File: src/rtl/alu_cmd_sequencer.sv
`default_nettype none
// +----------------------------------------------------------------------------+
// | alu_cmd_sequencer: IDLE/EXEC/DONE sequencer feeding an external comb ALU.  |
// | Macro ALU_SEQ_CHAIN_EN: in_chain swaps operand A for the previous result.  |
// | Rev 1.0                                                                    |
// +----------------------------------------------------------------------------+
module alu_cmd_sequencer #(
   parameter int N = 8
) (
   input  logic         clk,
   input  logic         rst_n,
   input  logic         in_valid,
   output logic         in_ready,
   input  logic [N-1:0] in_a,
   input  logic [N-1:0] in_b,
   input  logic [2:0]   in_op,
   input  logic         in_chain,
   output logic [N-1:0] alu_a,
   output logic [N-1:0] alu_b,
   output logic [2:0]   alu_sel,
   input  logic [N-1:0] alu_y,
   output logic         out_valid,
   input  logic         out_ready,
   output logic [N-1:0] out_result,
   output logic [7:0]   op_count
);

   typedef enum logic [1:0] {
      IDLE = 2'd0,
      EXEC = 2'd1,
      DONE = 2'd2
   } state_t;

   state_t       state_q, state_d;
   logic         ready_q, ready_d;
   logic         out_valid_q, out_valid_d;
   logic [N-1:0] alu_a_q, alu_a_d;
   logic [N-1:0] alu_b_q, alu_b_d;
   logic [2:0]   alu_sel_q, alu_sel_d;
   logic [N-1:0] out_result_q, out_result_d;
   logic [7:0]   op_count_q, op_count_d;
   logic [N-1:0] a_src;

`ifdef ALU_SEQ_CHAIN_EN
   logic [N-1:0] last_result_q, last_result_d;

   assign a_src = in_chain ? last_result_q : in_a;

   always_comb begin
      last_result_d = last_result_q;
      if (state_q == EXEC) begin
         last_result_d = alu_y;
      end
   end

   always_ff @(posedge clk) begin
      if (!rst_n) begin
         last_result_q <= '0;
      end else begin
         last_result_q <= last_result_d;
      end
   end
`else
   logic unused_chain;

   assign unused_chain = in_chain;
   assign a_src        = in_a;
`endif

   always_comb begin
      state_d      = state_q;
      out_valid_d  = out_valid_q;
      alu_a_d      = alu_a_q;
      alu_b_d      = alu_b_q;
      alu_sel_d    = alu_sel_q;
      out_result_d = out_result_q;
      op_count_d   = op_count_q;
      case (state_q)
         IDLE: begin
            if (in_valid && ready_q) begin
               alu_a_d   = a_src;
               alu_b_d   = in_b;
               alu_sel_d = in_op;
               state_d   = EXEC;
            end
         end
         EXEC: begin
            out_result_d = alu_y;
            out_valid_d  = 1'b1;
            state_d      = DONE;
         end
         DONE: begin
            if (out_ready) begin
               out_valid_d = 1'b0;
               op_count_d  = op_count_q + 8'd1;
               state_d     = IDLE;
            end
         end
         default: begin
            out_valid_d = 1'b0;
            state_d     = IDLE;
         end
      endcase
      // Ready is registered so it reads 0 throughout reset and 1 from the first edge after release.
      ready_d = (state_d == IDLE);
   end

   always_ff @(posedge clk) begin
      if (!rst_n) begin
         state_q      <= IDLE;
         ready_q      <= 1'b0;
         out_valid_q  <= 1'b0;
         alu_a_q      <= '0;
         alu_b_q      <= '0;
         alu_sel_q    <= '0;
         out_result_q <= '0;
         op_count_q   <= '0;
      end else begin
         state_q      <= state_d;
         ready_q      <= ready_d;
         out_valid_q  <= out_valid_d;
         alu_a_q      <= alu_a_d;
         alu_b_q      <= alu_b_d;
         alu_sel_q    <= alu_sel_d;
         out_result_q <= out_result_d;
         op_count_q   <= op_count_d;
      end
   end

   assign in_ready   = ready_q;
   assign out_valid  = out_valid_q;
   assign alu_a      = alu_a_q;
   assign alu_b      = alu_b_q;
   assign alu_sel    = alu_sel_q;
   assign out_result = out_result_q;
   assign op_count   = op_count_q;

endmodule
`default_nettype wire

File: config.mk
export PLATFORM = sky130hd
export DESIGN_NAME = alu_cmd_sequencer
export DESIGN_NICKNAME = d
export VERILOG_FILES = /design/src/rtl/alu_cmd_sequencer.sv
export SDC_FILE = /design/constraint.sdc
export NUM_CORES = 1
export LEC_CHECK = 0
export ABC_AREA = 1
export CORE_MARGIN = 10
export CORE_UTILIZATION = 25
export CTS_CLUSTER_DIAMETER = 60
export DETAILED_ROUTE_END_ITERATION = 8
export PLACE_DENSITY = 0.53
export SLEW_MARGIN = 0
export SYNTH_ARGS = -nofsm -noshare
export SYNTH_HDL_FRONTEND = slang
export SYNTH_SLANG_ARGS = --single-unit
File: constraint.sdc
create_clock -name clk -period 3.18 [get_ports clk]
set_clock_uncertainty 0.2 [all_clocks]
set_input_delay 0.318 -clock clk [delete_from_list [all_inputs] [get_ports clk]]
set_output_delay 0.318 -clock clk [all_outputs]
set_load 0.02 [all_outputs]
; Word-level counts from Yosys, hierarchy flattened
; Cells that the tools add are included.
[op_classes]
n_mux = 5
n_bitwise = 1
n_reduce_logical = 6
eq_ne = 3
n_addsub = 1
[ops]
columns = op, n
row1 = $add A8 B1 Y8 const B, 1
row2 = $pmux W2 S3, 1
row3 = $reduce_and A2 Y1, 3
row4 = $logic_not A2 Y1, 2
row5 = $mux W2, 2
row6 = $pmux W1 S3, 1
row7 = $eq A2 B1 Y1 const B, 1
row8 = $eq A2 B2 Y1 const B, 1
row9 = $ne A2 B2 Y1 const B, 1
row10 = $logic_and A1 B1 Y1, 1
row11 = $mux W1, 1
row12 = $not A1 Y1, 1
[totals]
wordCells = 24
ff_bits = 39
input_bits = 32
output_inout_bits = 37

; Logic depth before layout (Yosys ltp)
; Gate-level depths: netlist of run 1.
[depth]
depth_word = 4
mapped_depth = 7
ltp_nobuf = 6

; Worst setup path after synthesis of run 1
; No wires, ideal clock.
[synth_timing]
path_type = register to register
from = register op_count_q[0], in the netlist op_count[0]
to = register op_count_q[6], in the netlist op_count[6]
n_path_buf = 0
setup_ns = 0.115
path_slack_ns = 1.736
path_stages_with_launch = 7
required_time_ns = 2.865
arrival_ns = 1.129
period_less_slack_ns = 1.444
path_cell_list = dfxtp_1 ha_1 nand3_1 nor2_4 nand3_1 nand2_1 nor2_1
[synth_between]
elab_chain_cells = 1
[synth_rtl]
columns = item, line_no
row1 = from (decl), 41  ; logic [7:0] op_count_q, op_count_d;
row2 = from (signal assigned), 126  ; op_count_q <= op_count_d;
row3 = $add A8 B1 Y8, 95  ; op_count_d = op_count_q + 8'd1;
; Every way passes these cells.
; A chain may end at the register's enable or synchronous reset.

; Worst setup path in the final report of run 1
[layout_timing]
from = register op_count_q[2], in the netlist op_count[2]
to = output port op_count[2]
[layout_lines]
columns = item, line_no
row1 = to (decl), 25  ; output logic [7:0] op_count
; No word-level cell between the ends.

==> results of run 1 <==
[worst max-delay path by stage]
| stage | from | end | slack (ps) | depth (start not counted) |
|---|---|---|---|---|
| 2_1_floorplan | op_count[0] | op_count[6] | 1740 | 6 |
| 3_3_place_gp | in_valid | alu_b[2] | 1210 | 6 |
| 3_5_place_dp | in_valid | alu_b[6] | 1200 | 6 |
| 4_1_cts | op_count[3] | op_count[3] | 1280 | 1 |
| 5_1_grt | op_count[3] | op_count[3] | 1200 | 1 |
| 6_report | op_count[2] | op_count[2] | 1320 | 1 |
[cell families (layout without fill, tap and decap cells)]
family                     after synthesis  after routing  share of synthesized area
xor gates and xnor gates                 2              2                     0.0120
DFF                                     39             39                      0.533
adders and majority gates                1              1                    0.00855
and+or+nand+nor                        112            112                      0.343
buffers and inverters                   16             82                     0.0487
AOI/OAI and AO/OA                       16             16                     0.0547
[cell usage after synthesis]
master    instances
buf_4             2
o21ai_0           9
nand3_1          26
ha_1              1
buf_2             3
nor2_8            1
xor2_1            2
nand3b_1          1
buf_1             1
nand3_4           1
a21oi_1           7
inv_1             7
nand2_1          54
nor2_1           27
nor2_4            2
clkbuf_1          2
dfxtp_1          39
inv_2             1
[stage by stage]
step           hold WS (ps)  worst slack, ps  cells
2_1_floorplan           221             1740    186
3_3_place_gp            258             1210    318
3_5_place_dp            261             1200    318
4_1_cts                 273             1280    324
5_1_grt                 297             1200    324
6_report                268             1320    324
[layout make-up]
type / count / area share
Clock buffer: 6 / 0.0321
Inverter: 8 / 0.0133
Multi-Input combinational cell: 131 / 0.270
Sequential cell: 39 / 0.345
Tap cell: 72 / 0.0398
Timing Repair Buffer: 68 / 0.300
[cells in the final DEF (no fill, tap or decap)]
cell type,count
nor2_1,27
nand3_1,26
nand2_1,54
ha_1,1
clkdlybuf4s50_1,67
nand3_4,1
clkbuf_8,5
a21oi_1,7
clkbuf_1,1
dfxtp_1,39
inv_1,7
inv_2,1
buf_4,1
nor2_8,1
nor2_4,2
nand3b_1,1
o21ai_0,9
xor2_1,2
[state kept, by name, indices dropped and copies added, names as in the netlist]
signal and cells:
alu_b 8, alu_a 8, in_ready 1, state_q 2
out_valid 1, op_count 8, alu_sel 3, out_result 8
[per-layer routing]
metal  up-vias  part of all wire
met1       584              0.43
met5         -                 0
met2        40              0.45
li1        724                 -
met4         0             0.015
met3         8              0.10
[power breakdown]
part / switching [W] / total, W / internal, W
sequential: 0.0000111 / 0.000521 / 0.000510
clock: 0.000155 / 0.000301 / 0.000146
combinational: 0.0000737 / 0.000152 / 0.0000784
==> summary.txt, run 1 <==
Clocking
  – CTS clk-pin slew, worst paths: about 70 ps
  – Skew-Pair Late Insertion Delay: 280 ps
  – Clock sinks: 39
  – Setup Buffers After CTS: 0
  – CTS Buffer Depth: 2
  – CTS buffer count: 5
  – CTS root buf: clkbuf_8
  – TritonCTS clock tree: built
  – H-tree Lvls: 2
  – # hold bufs at CTS: 0
  – Post-cts resize count: 0

Cells and area
  – Layout cells sized above 1: 0.0437
  – Fillers: roughly 610
  – Register Area: 781 sq um
  – Finished Cell Area: ~2300 sq um
  – Area Overhead vs Synth: 54.6%
  – Final core utilization: 0.404
  – ANT cells: 0
  – Final nets: between 200 and 300
  – Multi-input gate area: roughly 610 sq um

Hold path
  – Hold EP: alu_b[3]
  – Worst hold path class: reg -> reg
  – Hold path startpoint: alu_b[3]
  – Hold depth: 2

Worst setup path
  – FF-to-FF path depth: 4
  – Crit path launch type: flip-flop
  – Reg2reg end: in_ready
  – R2R setup slack: about 1500 ps
  – Arrival time worst endpoint: between 1000 and 1500 ps
  – Critical Path Sink Type: output port
  – CP max-delay cell: clkdlybuf4s50_1
  – Crit path cell chain: clkdlybuf4s50_1
  – Delay-heaviest family, CP: buffers and inverters
  – Crit path largest cell delay: approximately 640 ps
  – Crit-path max FO: 5
  – Critical setup path kind: reg -> out
  – Bufs and invs on worst path: 1
  – Worst R2R Start: state_q[1]
  – Worst Path Required: 2660 ps

STA
  – RSZ-0062 raised after global routing: false
  – Final period utilization: 0.586
  – Endpoints failing setup: 0
  – Slew Viols, Final: 0
  – Setup TNS Final: 0 ps
  – Max frequency: 537 MHz
  – Relative slew slack: 0.510
  – Tmin final: 1860 ps
  – Worst-margin pin slew: 734 ps
  – Final hold violation count: 0

GRT
  – Antenna violations before repair: 0
  – Vias in the first global route: between 1000 and 1500
  – Gr busiest metal: met2
  – First-pass GRT wire length: roughly 6600 microns
  – GR Util met3: 0.0463
  – GR met1 Demand/Resource: 0.104
  – Total grt overflow: 0
  – GR Util met2: 0.136
  – Overall routing resource usage: 0.0899
  – Largest net degree at the start of global routing: 35

Placement
  – Placed instance area: ~2200 sq um
  – Gp weighted congestion: between 0.6 and 0.7
  – DP HPWL: approximately 2900 microns
  – PortBufs: 67

Synthesis
  – Top-area cell type share of the netlist area: 0.533
  – Register bit total from synthesis: 39
  – Unique masters post-synth: 18
  – Syn Area/Cell: a little under 8 sq um
  – Sequential share of the synthesized area: 0.533
  – Synthesized area: 1460 sq um
  – Synth Instances: 186
  – Net Count, Synth: 219
  – Synth Warn #: 0
  – Main area contributors after synthesis: dfxtp_1, nand2_1, nand3_1, nor2_1, o21ai_0
  – Top cell type by total area after synthesis: dfxtp_1

Die
  – DIE WIDTH: 96.5 microns
  – Initial core utilization: 0.261
  – Num ports: just under 70
  – Core Rows: 27
  – Total core area: between 5000 and 6000 sq um
  – Die ar.: 9320 sq um
  – Die Ht: just under 100 microns

Status
  – Status: completed

Drt
  – Vias per cell: between 4 and 5
  – # DRC: 0
  – DR vias: around 1400
  – Drt wl/cell: approximately 12 microns
  – DR iter-0 viols: 24
  – Router iterations before antenna repair: 4
  – Post-Route WL: between 4000 and 5000 microns
  – Post-route ant nets: 0

Power
  – Pwr Total: slightly below 0.001 W
  – Cell Pwr Density: between 400 and 500 nW/um^2
  – Pleak: 0.984 nW
  – VDD IR max: around 0.20 mV

Job
  – Maxcap violations: 0
Note: power is estimated with default switching activity, not from simulation.
==> run 2, diff against run 1 <==
==> constraint.sdc (replaced) <==
create_clock -name clk -period 1.9 [get_ports clk]
set_clock_uncertainty 0.2 [all_clocks]
set_input_delay 0.19 -clock clk [delete_from_list [all_inputs] [get_ports clk]]
set_output_delay 0.19 -clock clk [all_outputs]
set_load 0.02 [all_outputs]
==> run 2 against run 1 <==
- sequential cell count unchanged
- clock power up 98%
- routed wire length up 0.55%
- design area up 2.9%
- critical path type unchanged
==> summary.txt, run 2 (synthesized netlist as in run 1, its figures left out) <==
Worst setup path
  – Critical Path Sink Type: output port
  – CP max-delay cell: clkdlybuf4s50_1
  – Worst Path Required: 1510 ps
  – R2R setup slack: 530 ps
  – Worst R2R Start: op_count[0]
  – Crit path launch type: flip-flop
  – FF-to-FF path depth: 6
  – Critical setup path kind: reg -> out
  – Arrival time worst endpoint: roughly 1300 ps
  – Reg2reg end: op_count[6]
  – Bufs and invs on worst path: 1
  – Crit path largest cell delay: approximately 640 ps
  – Crit-path max FO: 6
  – Crit path cell chain: clkdlybuf4s50_1
  – Delay-heaviest family, CP: buffers and inverters

STA
  – Worst setup margin: approximately 170 ps
  – Max frequency: roughly 580 MHz
  – Slew Viols, Final: 0
  – Final hold violation count: 0
  – Final period utilization: 0.912
  – WHS: approximately 240 ps
  – RSZ-0062 raised after global routing: false
  – Setup TNS Final: 0 ps
  – Tmin final: between 1500 and 2000 ps
  – Worst-margin pin slew: 296 ps
  – Endpoints failing setup: 0
  – Relative slew slack: 0.802

Cells and area
  – Layout cells sized above 1: 0.0695
  – Area Overhead vs Synth: 59.1%
  – Commonest non-fill, non-tap cell in the layout: clkdlybuf4s50_1
  – Final nets: approximately 290
  – ANT cells: 0
  – Finished Cell Area: roughly 2300 sq um
  – Commonest cells after routing, fill and taps aside: clkdlybuf4s50_1, nand2_1, dfxtp_1, nor2_1, nand3_1

Clocking
  – # hold bufs at CTS: 0
  – Skew-Pair Late Insertion Delay: approximately 280 ps
  – CTS Buffer Depth: 2
  – H-tree Lvls: 2
  – Setup Buffers After CTS: 0
  – CTS root buf: clkbuf_8
  – CTS buffer count: 5
  – TritonCTS clock tree: built
  – Post-cts resize count: 0
  – Clock sinks: 39
  – CTS clk-pin slew, worst paths: roughly 70 ps

Drt
  – Router iterations before antenna repair: 6
  – Post-Route WL: a little over 4000 microns
  – # DRC: 0
  – Vias per cell: roughly 4.2
  – DR iter-0 viols: 43
  – DR vias: around 1400
  – Post-route ant nets: 0
  – Drt wl/cell: 12.2 microns

Placement
  – Placed instance area: about 2200 sq um
  – Gp weighted congestion: between 0.6 and 0.7
  – PortBufs: 67
  – Dpl ws: between 300 and 400 ps
  – DP HPWL: 3070 microns

Power
  – Net switching power: ~0.00041 W
  – Sw frac: 0.236
  – Int Pwr: between 0.001 and 0.0015 W
  – Pleak: 1.02 nW
  – Pwr Total: between 0.0015 and 0.002 W
  – Clock power frac: 0.344
  – Cell Pwr Density: 744 nW/um^2
  – Gate power share: 0.151
  – Reg power frac: 0.504
  – VDD IR max: around 0.38 mV

GRT
  – Total grt overflow: 0
  – Antenna violations before repair: 0
  – First-pass GRT wire length: roughly 6400 microns
  – Overall routing resource usage: 0.0876
  – Largest net degree at the start of global routing: 20
  – Vias in the first global route: between 1000 and 1500

Die
  – Total core area: between 5000 and 6000 sq um
  – DIE WIDTH: between 90 and 100 microns
  – Die Ht: about 97 microns
  – Core Rows: 27
  – Initial core utilization: 0.261
  – Num ports: around 70
  – Die ar.: approximately 9300 sq um

Hold path
  – Hold depth: 3
  – Hold path startpoint: in_b[0]
  – Hold EP: alu_b[0]
  – Worst hold path class: in -> reg

Status
  – Status: completed

Job
  – Maxcap violations: 0
==> run 2: cell count changes in the layout (fill, tap and decap cells not counted) <==
cell | before | now
buf_4 | 1 | 6
clkbuf_8 | 5 | 7
==> run 2: final cells by class <==
class                           count  area (sq um)
Timing Repair Buffer               73           716
Inverter                            8          30.0
Multi-Input combinational cell    131           612
Clock buffer                        8           100
Sequential cell                    39           781
Fill cell                         612          3280
Tap cell                           72          90.1
==> run 2: power by group through the flow <==
stage	Combinational, W	Clock (W)	Sequential (W)
CTS	0.000269	0.000634	0.000874
finish	0.000262	0.000597	0.000873
global placement	0.000269	0	0.000890
detailed placement	0.000268	0	0.000892
floorplan	0.0000688	0	0.000934
global route	0.000287	0.000666	0.000877
==> run 2: how the worst max path moves through the flow <==
stage,startpoint,endpoint,slack [ps],depth (start not counted)
floorplan,op_count[0],op_count[6],460,6
global placement,out_ready,op_count[7],380,6
detailed placement,out_ready,op_count[6],380,6
CTS,op_count[3],op_count[3],140,1
global route,op_count[2],op_count[2],100,1
finish,op_count[3],op_count[3],170,1
==> run 2: routing by layer <==
metal | wire length, microns | track usage | share of wire | vias to the layer above
li1 | - | - | - | 733
met1 | 1680 | 0.0945 | 0.42 | 594
met2 | 1850 | 0.138 | 0.46 | 42
met3 | 458 | 0.0509 | 0.11 | 7
met4 | 53 | 0.0363 | 0.013 | 0
met5 | 0 | 0 | 0 | -
==> run 2: stage by stage <==
| step | util | cells |
|---|---|---|
| 3_3_place_gp | 0.397 | 323 |
| 5_1_grt | 0.415 | 331 |
| 3_5_place_dp | 0.397 | 323 |
| 4_1_cts | 0.415 | 331 |
| 6_report | 0.415 | 331 |
| 2_1_floorplan | - | 186 |
==> run 2: worst reg2reg max path: stages (launching register included) <==
cell     delay [ps]
dfxtp_1         400
ha_1            210
nand3_1         120
nor2_4          160
nand3_1          80
nand2_1          60
nor2_1           30
==> run 3, diff against run 2 <==
--- a/config.mk
+++ b/config.mk
@@ -10,6 +10,7 @@
 export CORE_UTILIZATION = 25
 export CTS_CLUSTER_DIAMETER = 60
 export DETAILED_ROUTE_END_ITERATION = 8
+export HOLD_SLACK_MARGIN = 0.03
 export PLACE_DENSITY = 0.53
 export SLEW_MARGIN = 0
 export SYNTH_ARGS = -nofsm -noshare
==> results of run 3 <==
Final layout, timing and power as in run 2 (identical DEF).
